### config.mk
export PLATFORM = sky130hd
export DESIGN_NAME = aib_io_cfg_ctrl
export DESIGN_NICKNAME = d
export VERILOG_FILES = /design/src/rtl/aib_io_cfg_ctrl.sv
export SDC_FILE = /design/constraint.sdc
export NUM_CORES = 2
export LEC_CHECK = 0
export CAP_MARGIN = 25
export CORE_UTILIZATION = 25
export DETAILED_ROUTE_END_ITERATION = 6
export SLEW_MARGIN = 20
export SYNTH_ARGS = -nofsm -noshare
export SYNTH_HDL_FRONTEND = slang
export SYNTH_SLANG_ARGS = --single-unit
### constraint.sdc
create_clock -name i_clk -period 9.32 [get_ports i_clk]
set_clock_uncertainty 0.2 [all_clocks]
set_input_delay 1.864 -clock i_clk [delete_from_list [all_inputs] [get_ports i_clk]]
set_output_delay 1.864 -clock i_clk [all_outputs]
set_load 0.02 [all_outputs]
### src/rtl/aib_io_cfg_ctrl.sv
`default_nettype none
// ============================================================================
// Module      : aib_io_cfg_ctrl
// Description : Per-IO static configuration controller for the AIB IO buffer
//               array. Serves single-IO or broadcast read/write requests over
//               a 4-phase req/ack port. Any write that touches an enabled
//               transmitter, or enables one, runs the sequence
//               tx-off -> settle -> apply -> settle -> tx-on, so a pad is
//               never driven while its mode or drive is changing.
// Ports       : i_clk, i_rst_n            clock, async active-low reset
//               i_cfg_req/wr/bcast/addr/wdata   request port (held until ack)
//               o_cfg_ack/err/rdata       one-cycle completion pulse + status
//               o_busy                    high from accept until ack
//               c_io_* / c_drv_*          per-IO configuration flops
// Revision    : 1.0 - initial release
// ============================================================================
module aib_io_cfg_ctrl #(
    parameter int NumIo        = 96,
    parameter int SettleCycles = 4,
    parameter int AddrW        = $clog2(NumIo)
) (
    input  logic                  i_clk,
    input  logic                  i_rst_n,
    input  logic                  i_cfg_req,
    input  logic                  i_cfg_wr,
    input  logic                  i_cfg_bcast,
    input  logic [AddrW-1:0]      i_cfg_addr,
    input  logic [8:0]            i_cfg_wdata,
    output logic                  o_cfg_ack,
    output logic                  o_cfg_err,
    output logic [8:0]            o_cfg_rdata,
    output logic                  o_busy,
    output logic [NumIo-1:0]      c_io_tx_en,
    output logic [NumIo-1:0]      c_io_ddr_mode,
    output logic [NumIo-1:0]      c_io_async_mode,
    output logic [NumIo-1:0][3:0] c_drv_strength,
    output logic [NumIo-1:0]      c_drv_pull_up,
    output logic [NumIo-1:0]      c_drv_pull_down
);

    localparam logic [7:0]     c_SETTLE_LOAD = 8'(SettleCycles - 1);
    localparam logic [AddrW:0] c_NUM_IO      = (AddrW + 1)'(NumIo);

    // TX_OFF is the decode cycle: its exit edge (edge 1) either completes the
    // request or turns the transmitter(s) off. The exit edge of WAIT1 applies
    // the non-tx fields and the exit edge of WAIT2 turns tx back on with ack.
    localparam logic [1:0] ST_IDLE   = 2'd0;
    localparam logic [1:0] ST_TX_OFF = 2'd1;
    localparam logic [1:0] ST_WAIT1  = 2'd2;
    localparam logic [1:0] ST_WAIT2  = 2'd3;

    logic [1:0]            state_q, state_d;
    logic [7:0]            cnt_q, cnt_d;
    logic                  armed_q, armed_d;
    logic                  wr_q, bcast_q;
    logic [AddrW-1:0]      addr_q;
    logic [8:0]            wdata_q;
    logic                  ack_q, ack_d;
    logic                  err_q, err_d;
    logic [8:0]            rdata_q, rdata_d;
    logic                  busy_q, busy_d;
    logic [NumIo-1:0]      tx_q, tx_d;
    logic [NumIo-1:0]      ddr_q, ddr_d;
    logic [NumIo-1:0]      async_q, async_d;
    logic [NumIo-1:0][3:0] str_q, str_d;
    logic [NumIo-1:0]      pu_q, pu_d;
    logic [NumIo-1:0]      pd_q, pd_d;

    logic [NumIo-1:0]      w_mask;
    logic [8:0]            w_rd;
    logic                  w_addr_bad;
    logic                  w_err;
    logic                  w_safe;
    logic                  w_accept;

    // Target mask and read-back mux; an out-of-range address yields an empty
    // mask, so no array is ever indexed past NumIo.
    always_comb begin
        w_mask = '0;
        w_rd   = '0;
        for (int i = 0; i < NumIo; i++) begin
            if (bcast_q || (addr_q == AddrW'(i))) begin
                w_mask[i] = 1'b1;
            end
            if (addr_q == AddrW'(i)) begin
                w_rd = {tx_q[i], ddr_q[i], async_q[i], str_q[i], pu_q[i], pd_q[i]};
            end
        end
    end

    assign w_addr_bad = ({1'b0, addr_q} >= c_NUM_IO);
    // Broadcast only exempts writes from the address check.
    assign w_err      = (w_addr_bad && !(wr_q && bcast_q)) ||
                        (wr_q && wdata_q[1] && wdata_q[0]);
    assign w_safe     = wr_q && !w_err && (wdata_q[8] || (|(tx_q & w_mask)));
    assign w_accept   = (state_q == ST_IDLE) && i_cfg_req && armed_q;

    // State register
    always_ff @(posedge i_clk or negedge i_rst_n) begin
        if (!i_rst_n) begin
            state_q <= ST_IDLE;
            cnt_q   <= '0;
        end else begin
            state_q <= state_d;
            cnt_q   <= cnt_d;
        end
    end

    // Next-state logic
    always_comb begin
        state_d = state_q;
        cnt_d   = cnt_q;
        case (state_q)
            ST_IDLE: begin
                if (w_accept) state_d = ST_TX_OFF;
            end
            ST_TX_OFF: begin
                if (w_safe) begin
                    state_d = ST_WAIT1;
                    cnt_d   = c_SETTLE_LOAD;
                end else begin
                    state_d = ST_IDLE;
                end
            end
            ST_WAIT1: begin
                if (cnt_q == 8'd0) begin
                    state_d = ST_WAIT2;
                    cnt_d   = c_SETTLE_LOAD;
                end else begin
                    cnt_d = cnt_q - 8'd1;
                end
            end
            ST_WAIT2: begin
                if (cnt_q == 8'd0) begin
                    state_d = ST_IDLE;
                end else begin
                    cnt_d = cnt_q - 8'd1;
                end
            end
            default: state_d = ST_IDLE;
        endcase
    end

    // Output / datapath next-value logic
    always_comb begin
        ack_d   = 1'b0;
        err_d   = 1'b0;
        rdata_d = '0;
        busy_d  = busy_q;
        tx_d    = tx_q;
        ddr_d   = ddr_q;
        async_d = async_q;
        str_d   = str_q;
        pu_d    = pu_q;
        pd_d    = pd_q;
        case (state_q)
            ST_IDLE: begin
                if (w_accept) busy_d = 1'b1;
            end
            ST_TX_OFF: begin
                if (w_err) begin
                    ack_d = 1'b1;
                    err_d = 1'b1;
                end else if (!wr_q) begin
                    ack_d   = 1'b1;
                    rdata_d = w_rd;
                end else if (!w_safe) begin
                    ack_d = 1'b1;
                    for (int i = 0; i < NumIo; i++) begin
                        if (w_mask[i]) begin
                            {tx_d[i], ddr_d[i], async_d[i], str_d[i], pu_d[i], pd_d[i]} = wdata_q;
                        end
                    end
                end else begin
                    tx_d = tx_q & ~w_mask;
                end
            end
            ST_WAIT1: begin
                if (cnt_q == 8'd0) begin
                    for (int i = 0; i < NumIo; i++) begin
                        if (w_mask[i]) begin
                            {ddr_d[i], async_d[i], str_d[i], pu_d[i], pd_d[i]} = wdata_q[7:0];
                        end
                    end
                end
            end
            ST_WAIT2: begin
                if (cnt_q == 8'd0) begin
                    ack_d = 1'b1;
                    for (int i = 0; i < NumIo; i++) begin
                        if (w_mask[i]) tx_d[i] = wdata_q[8];
                    end
                end
            end
            default: ;
        endcase
        if (ack_d) busy_d = 1'b0;
        // 4-phase: re-arm only after req has been seen low.
        armed_d = ack_d ? 1'b0 : (armed_q | ~i_cfg_req);
    end

    always_ff @(posedge i_clk or negedge i_rst_n) begin
        if (!i_rst_n) begin
            armed_q <= 1'b1;
            wr_q    <= 1'b0;
            bcast_q <= 1'b0;
            addr_q  <= '0;
            wdata_q <= '0;
            ack_q   <= 1'b0;
            err_q   <= 1'b0;
            rdata_q <= '0;
            busy_q  <= 1'b0;
            tx_q    <= '0;
            ddr_q   <= '0;
            async_q <= '0;
            str_q   <= '0;
            pu_q    <= '0;
            pd_q    <= '1;
        end else begin
            if (w_accept) begin
                wr_q    <= i_cfg_wr;
                bcast_q <= i_cfg_bcast;
                addr_q  <= i_cfg_addr;
                wdata_q <= i_cfg_wdata;
            end
            armed_q <= armed_d;
            ack_q   <= ack_d;
            err_q   <= err_d;
            rdata_q <= rdata_d;
            busy_q  <= busy_d;
            tx_q    <= tx_d;
            ddr_q   <= ddr_d;
            async_q <= async_d;
            str_q   <= str_d;
            pu_q    <= pu_d;
            pd_q    <= pd_d;
        end
    end

    assign o_cfg_ack       = ack_q;
    assign o_cfg_err       = err_q;
    assign o_cfg_rdata     = rdata_q;
    assign o_busy          = busy_q;
    assign c_io_tx_en      = tx_q;
    assign c_io_ddr_mode   = ddr_q;
    assign c_io_async_mode = async_q;
    assign c_drv_strength  = str_q;
    assign c_drv_pull_up   = pu_q;
    assign c_drv_pull_down = pd_q;

endmodule
`default_nettype wire

**Yosys cells after proc, flatten, opt, wreduce, memory -nomap -nowiden**

Cells that the tools add are included.

- Bits in registers: 905
- Bits in writable memories: 0
- Word-level logic and storage cells: 1,168
- Input port bits: 21
- Memory bits (read-only): 0
- Latch bits: 0
- Memories kept: 0
- Output and inout port bits: 876

- Equal/unequal tests: 106
- Add/sub/neg operators: 1
- Shift-type cells: 0
- Divide/modulo/power cells: 0
- Reduce and logical (&&, ||, !) cells: 122
- Mux-type cells: 821
- Multipliers: 0
- Magnitude comparators: 1
- Bitwise gates (word level): 5

Operators with widths:

| cell | count |
|---|---|
| 96-bit two-way mux | 20 |
| 384-bit two-way mux | 4 |
| 96-bit one-hot mux with 2 select lines | 5 |
| 9-bit two-way mux | 99 |
| 384-bit one-hot mux with 2 select lines | 1 |
| 1-bit two-way mux | 586 |
| 4-bit two-way mux | 96 |
| 7-bit by 6-bit == test with 1-bit output, second input constant | 32 |
| 7-bit == test, second input constant | 32 |
| 96-bit AND | 2 |
| 7-bit by 5-bit == test with 1-bit output, second input constant | 16 |
| 1-bit logical OR | 98 |
| 96-bit inverter | 1 |
| 96-bit OR reduction | 1 |
| 7-bit by 4-bit == test with 1-bit output, second input constant | 8 |
| 7-bit by 3-bit == test with 1-bit output, second input constant | 4 |
| 8-bit two-way mux | 3 |
| 8-bit one-hot mux with 3 select lines | 1 |
| 2-bit inequality test, second input constant | 8 |
| 7-bit by 2-bit == test with 1-bit output, second input constant | 2 |
| 1-bit logical AND | 8 |
| 8-bit zero test | 1 |
| 2-bit two-way mux | 4 |
| 2-bit one-hot mux with 4 select lines | 1 |
| other kinds (17) | 23 |

**Longest topological paths before layout**

- Depth after elaboration: 100
- Mapped depth: 16

**Least setup slack after synthesis**

Ideal clock, no wire load.

- Path kind: input to register
- Start point: input i_cfg_req
- End point: register addr_q[5]
- Cell stages on the path: 4
- Setup slack: 5.817 ns
- Arrival time: 3.178 ns
- Library setup time: 0.125 ns
- Path buffers: 1
- Cells stage by stage: nand2_1 nor3_1 clkbuf_1 mux2_2

- Word-level cells in the longest chain between the ends: 2

Ends and longest elaborated chain:

| element | line | text |
|---|---|---|
| start: declaration | 24 | `input logic i_cfg_req,` |
| 1-bit logical AND (2 in series) | 96 | `assign w_accept = (state_q == ST_IDLE) && i_cfg_req && armed_q;` |
| end signal: assignment | 223 | `addr_q <= i_cfg_addr;` |
| end: declaration | 56 | `logic [AddrW-1:0] addr_q;` |

Every way passes these cells.
A chain may end at the register's enable or synchronous reset.

**Final worst setup path**

- Start point: register addr_q[1]
- End point: register pu_q[2] (netlist: c_drv_pull_up[2])

- Word-level cells in the longest chain between the ends: 9

Ends and longest elaborated chain:

| element | line | text |
|---|---|---|
| 7-bit by 1-bit == test with 1-bit output (tied with other cells) | 82 | `if (bcast_q \|\| (addr_q == AddrW'(i))) begin` |
| 1-bit logical OR | 82 |  |
| 1-bit two-way mux | 82 |  |
| 96-bit AND | 95 | `assign w_safe = wr_q && !w_err && (wdata_q[8] \|\| (\|(tx_q & w_mask)));` |
| 96-bit OR reduction | 95 |  |
| 1-bit logical OR | 95 |  |
| 1-bit logical AND | 95 |  |
| 2-bit inequality test (no source line) | n/a |  |
| 5-bit AND reduction (no source line) | n/a |  |
| end signal: assignment | 235 | `pu_q <= pu_d;` |
| end: declaration | 66 | `logic [NumIo-1:0] pu_q, pu_d;` |

Parallel ways exist; a longest one is shown, timed or not. The select of a mux whose other input is x is not followed.

==> impl_metrics.json <==
{
  "synth.area.top_cells": "dfrtp_1, mux2_2, dfstp_2",
  "required_ns": 9.77,
  "grt_max_degree": 189,
  "yosysSeqAreaShare": 0.4843,
  "crit_buf_inv": 3,
  "cts-buffers-inserted": 105,
  "dp.cells": 7434,
  "portBuffers": 896,
  "r2r-start": "addr_q[1]",
  "synth_nets": 4389,
  "maxCapViolations": 0,
  "outcome": "finished with violations",
  "syn_inst": 4367,
  "area_delta_synth_final_pct": 32.39,
  "slew_violations": 0,
  "grt_pass1_wl_mm": 419.9,
  "cp-endpoint": "c_drv_pull_up[2]",
  "violations": "design-rule violations",
  "post_cts_resized": 0,
  "cpMostUsedCell": "buf_4",
  "setup_viol": 0,
  "antenna_found_initial": 26,
  "drive_above_1_share": 0.2391,
  "final_common_cell": "clkdlybuf4s50_1",
  "grt_pass1_vias": 44910,
  "critical_path_class": "flip-flop to flip-flop",
  "fin_nets": 5085,
  "dr_total_vias": 46350,
  "layout_common_cells": "clkdlybuf4s50_1, dfrtp_1, mux2_2, nor2_1, o21ai_0",
  "netlist.area_leader.share": 0.4301,
  "synth_area_per_cell_sq_um": 10.77,
  "wire_per_inst_um": 41.18,
  "die_area_sq_um": 189800,
  "nFillCells": 18850,
  "post-cts-setup-buffers": 0,
  "path_cells": "buf_4, nand4b_2, buf_4, nor2_1, a21oi_1, nand4_1, nor3_1, and3b_4, buf_4, a41o_1, mux2_2",
  "grt_use_total": 0.3204,
  "path_depth": 11,
  "ant_nets": 0,
  "synth_seq_cells": 905,
  "hp-class": "flip-flop to flip-flop",
  "drtIter0Drc": 6590,
  "cp_max_fo": 48,
  "clk_path_buf_depth": 3,
  "drc": 11,
  "rows": 158,
  "rsz0062_at_grt": "no",
  "slowest_delay_ns": 0.95,
  "cp-start-kind": "flip-flop",
  "yosys_warnings": 0,
  "tightest_slew_ns": 1.180,
  "rr_worst_depth": 11,
  "viasPerCell": 6.065,
  "place.gp.congestion": 0.9585,
  "fin_setup_tns_ns": 0,
  "ys.flop_type": "dfrtp_1",
  "core_sq_um": 186000,
  "ys_types": 97,
  "yosys.area.top_type": "dfrtp_1",
  "postCtsHoldBufs": 0,
  "r2r_end": "c_drv_pull_up[2]",
  "slowest_stage": "dfrtp_4",
  "finalHoldViolations": 0,
  "startpoint": "addr_q[1]",
  "clk_latency_ns": 0.79,
  "synth_edf_count": 0,
  "arrival_ns": 7.00,
  "io_pins": 897,
  "period_minus_slack_ns": 6.554,
  "cts_tree": "yes",
  "clkTransAtPathRegs_ns": 0.06,
  "leakage_nw": 25.98,
  "die_height_um": 435.7,
  "hpwl_mm": 226.6,
  "clock_sinks": 905,
  "wl_mm": 314.7,
  "root_buffer": "clkbuf_16",
  "relSlewSlack": 0.2131,
  "path_delay_family": "buffers and inverters",
  "gr-total-overflow": 0,
  "period_share": 0.7032,
  "p_per_area_nw_per_um2": 451.6,
  "final_cells": 7643,
  "htreeDepth": 3,
  "vdd_ir_drop_max_mv": 0.3002,
  "endpoint_kind": "flip-flop",
  "netlist_area_sq_um": 47020,
  "fmax_mhz": 152.6,
  "async_flop_share": 1.000,
  "fin_util": 0.3346,
  "dr.pass1.iters": 7,
  "die_w_um": 435.7,
  "initial_core_util": 0.2527,
  "regToRegSetupSlack_ns": 2.77
}
==> worst min-delay path, delay by kind of cell, from the launching register on <==
kind            cells  cell delay (ns)
buf+inv             1             0.04
compound gates      1             0.06
flops               1             0.37
==> per-stage QoR <==
stage | power [mW] | worst slack (ns) | hold WS (ns) | cell area (sq um)
after global routing | 28.55 | 2.907 | 0.3018 | 62220
after global placement | 23.12 | 2.828 | 0.2468 | 58500
after floorplan | 14.14 | 5.817 | 0.2402 | 47020
after detailed placement | 23.24 | 2.923 | 0.2587 | 58580
after CTS | 27.66 | 2.887 | 0.2680 | 62160
final | 28.11 | 2.767 | 0.2730 | 62240
==> synthesized netlist by cell type, types with 46 or more instances <==
cell        n
a22oi_1    84
nor4_1     46
a31oi_1    46
o21ai_0   372
mux2i_1    55
dfstp_2    97
nand2_1   175
a41o_1     96
a21oi_1   215
o22ai_1    68
nor3_1     79
mux2_1     81
mux2_2    727
nor2_1    394
clkbuf_1  252
nand3_1    48
buf_2     154
dfrtp_1   808
==> kinds of logic (layout without fill, tap and decap cells) <==
group	after synthesis	count (layout)	synth area share
fa+ha+maj	1	1	0.0002661
buf+inv	475	1260	0.04426
compound gates	1225	1225	0.1741
simple gates	891	891	0.08995
flops	905	905	0.4843
mux	865	865	0.2062
xor+xnor	5	5	0.0009316
other cells	0	11	0
==> sequential cells by signal, summed over array words and instances, names as in the netlist, named ones only <==
signal,count
state_q,1
o_cfg_rdata,9
c_drv_strength,384
c_io_tx_en,96
o_cfg_err,1
c_io_async_mode,96
o_cfg_ack,1
cnt_q,8
c_drv_pull_up,96
bcast_q,1
c_drv_pull_down,96
armed_q,1
o_busy,1
c_io_ddr_mode,96
addr_q,7
wdata_q,9
wr_q,1
==> how the worst min path moves through the flow <==
stage	from	endpoint	slack (ns)	depth (start not counted)
6_report	armed_q	armed_q	0.27	2
3_5_place_dp	armed_q	armed_q	0.26	2
2_1_floorplan	armed_q	armed_q	0.24	2
3_3_place_gp	armed_q	armed_q	0.25	2
4_1_cts	armed_q	armed_q	0.27	2
5_1_grt	armed_q	armed_q	0.30	2
==> area by class of cell <==
| cell class | count | area [sq um] | share of cell area |
|---|---|---|---|
| sequential | 905 | 22800 | 0.3663 |
| multi-input combinational | 2987 | 22400 | 0.3599 |
| timing repair buffer | 1049 | 10280 | 0.1652 |
| tap | 2480 | 3103 | 0.04985 |
| clock buffer | 153 | 3029 | 0.04867 |
| clock inverter | 43 | 544.3 | 0.008744 |
| inverter | 15 | 56.30 | 0.0009046 |
| antenna | 11 | 27.53 | 0.0004422 |
==> power breakdown <==
part | total (mW) | leakage [nW] | internal (mW) | switching, mW
registers | 8.84 | 11.7 | 5.86 | 2.98
logic | 14.9 | 12.5 | 5.51 | 9.37
clock network | 4.39 | 1.74 | 2.51 | 1.88
total | 28.1 | 26.0 | 13.9 | 14.2
==> layer usage <==
metal / up-vias / routed length [um] / GRT usage / share of wire
met5: - / 196 / 0 / 0.00062
met4: 16 / 29710 / 0.2428 / 0.094
met3: 1059 / 34440 / 0.1018 / 0.11
met2: 3679 / 135100 / 0.4802 / 0.43
met1: 23800 / 115300 / 0.3817 / 0.37
li1: 17790 / - / - / -
No activity file was read; power rests on OpenSTA's default activity.
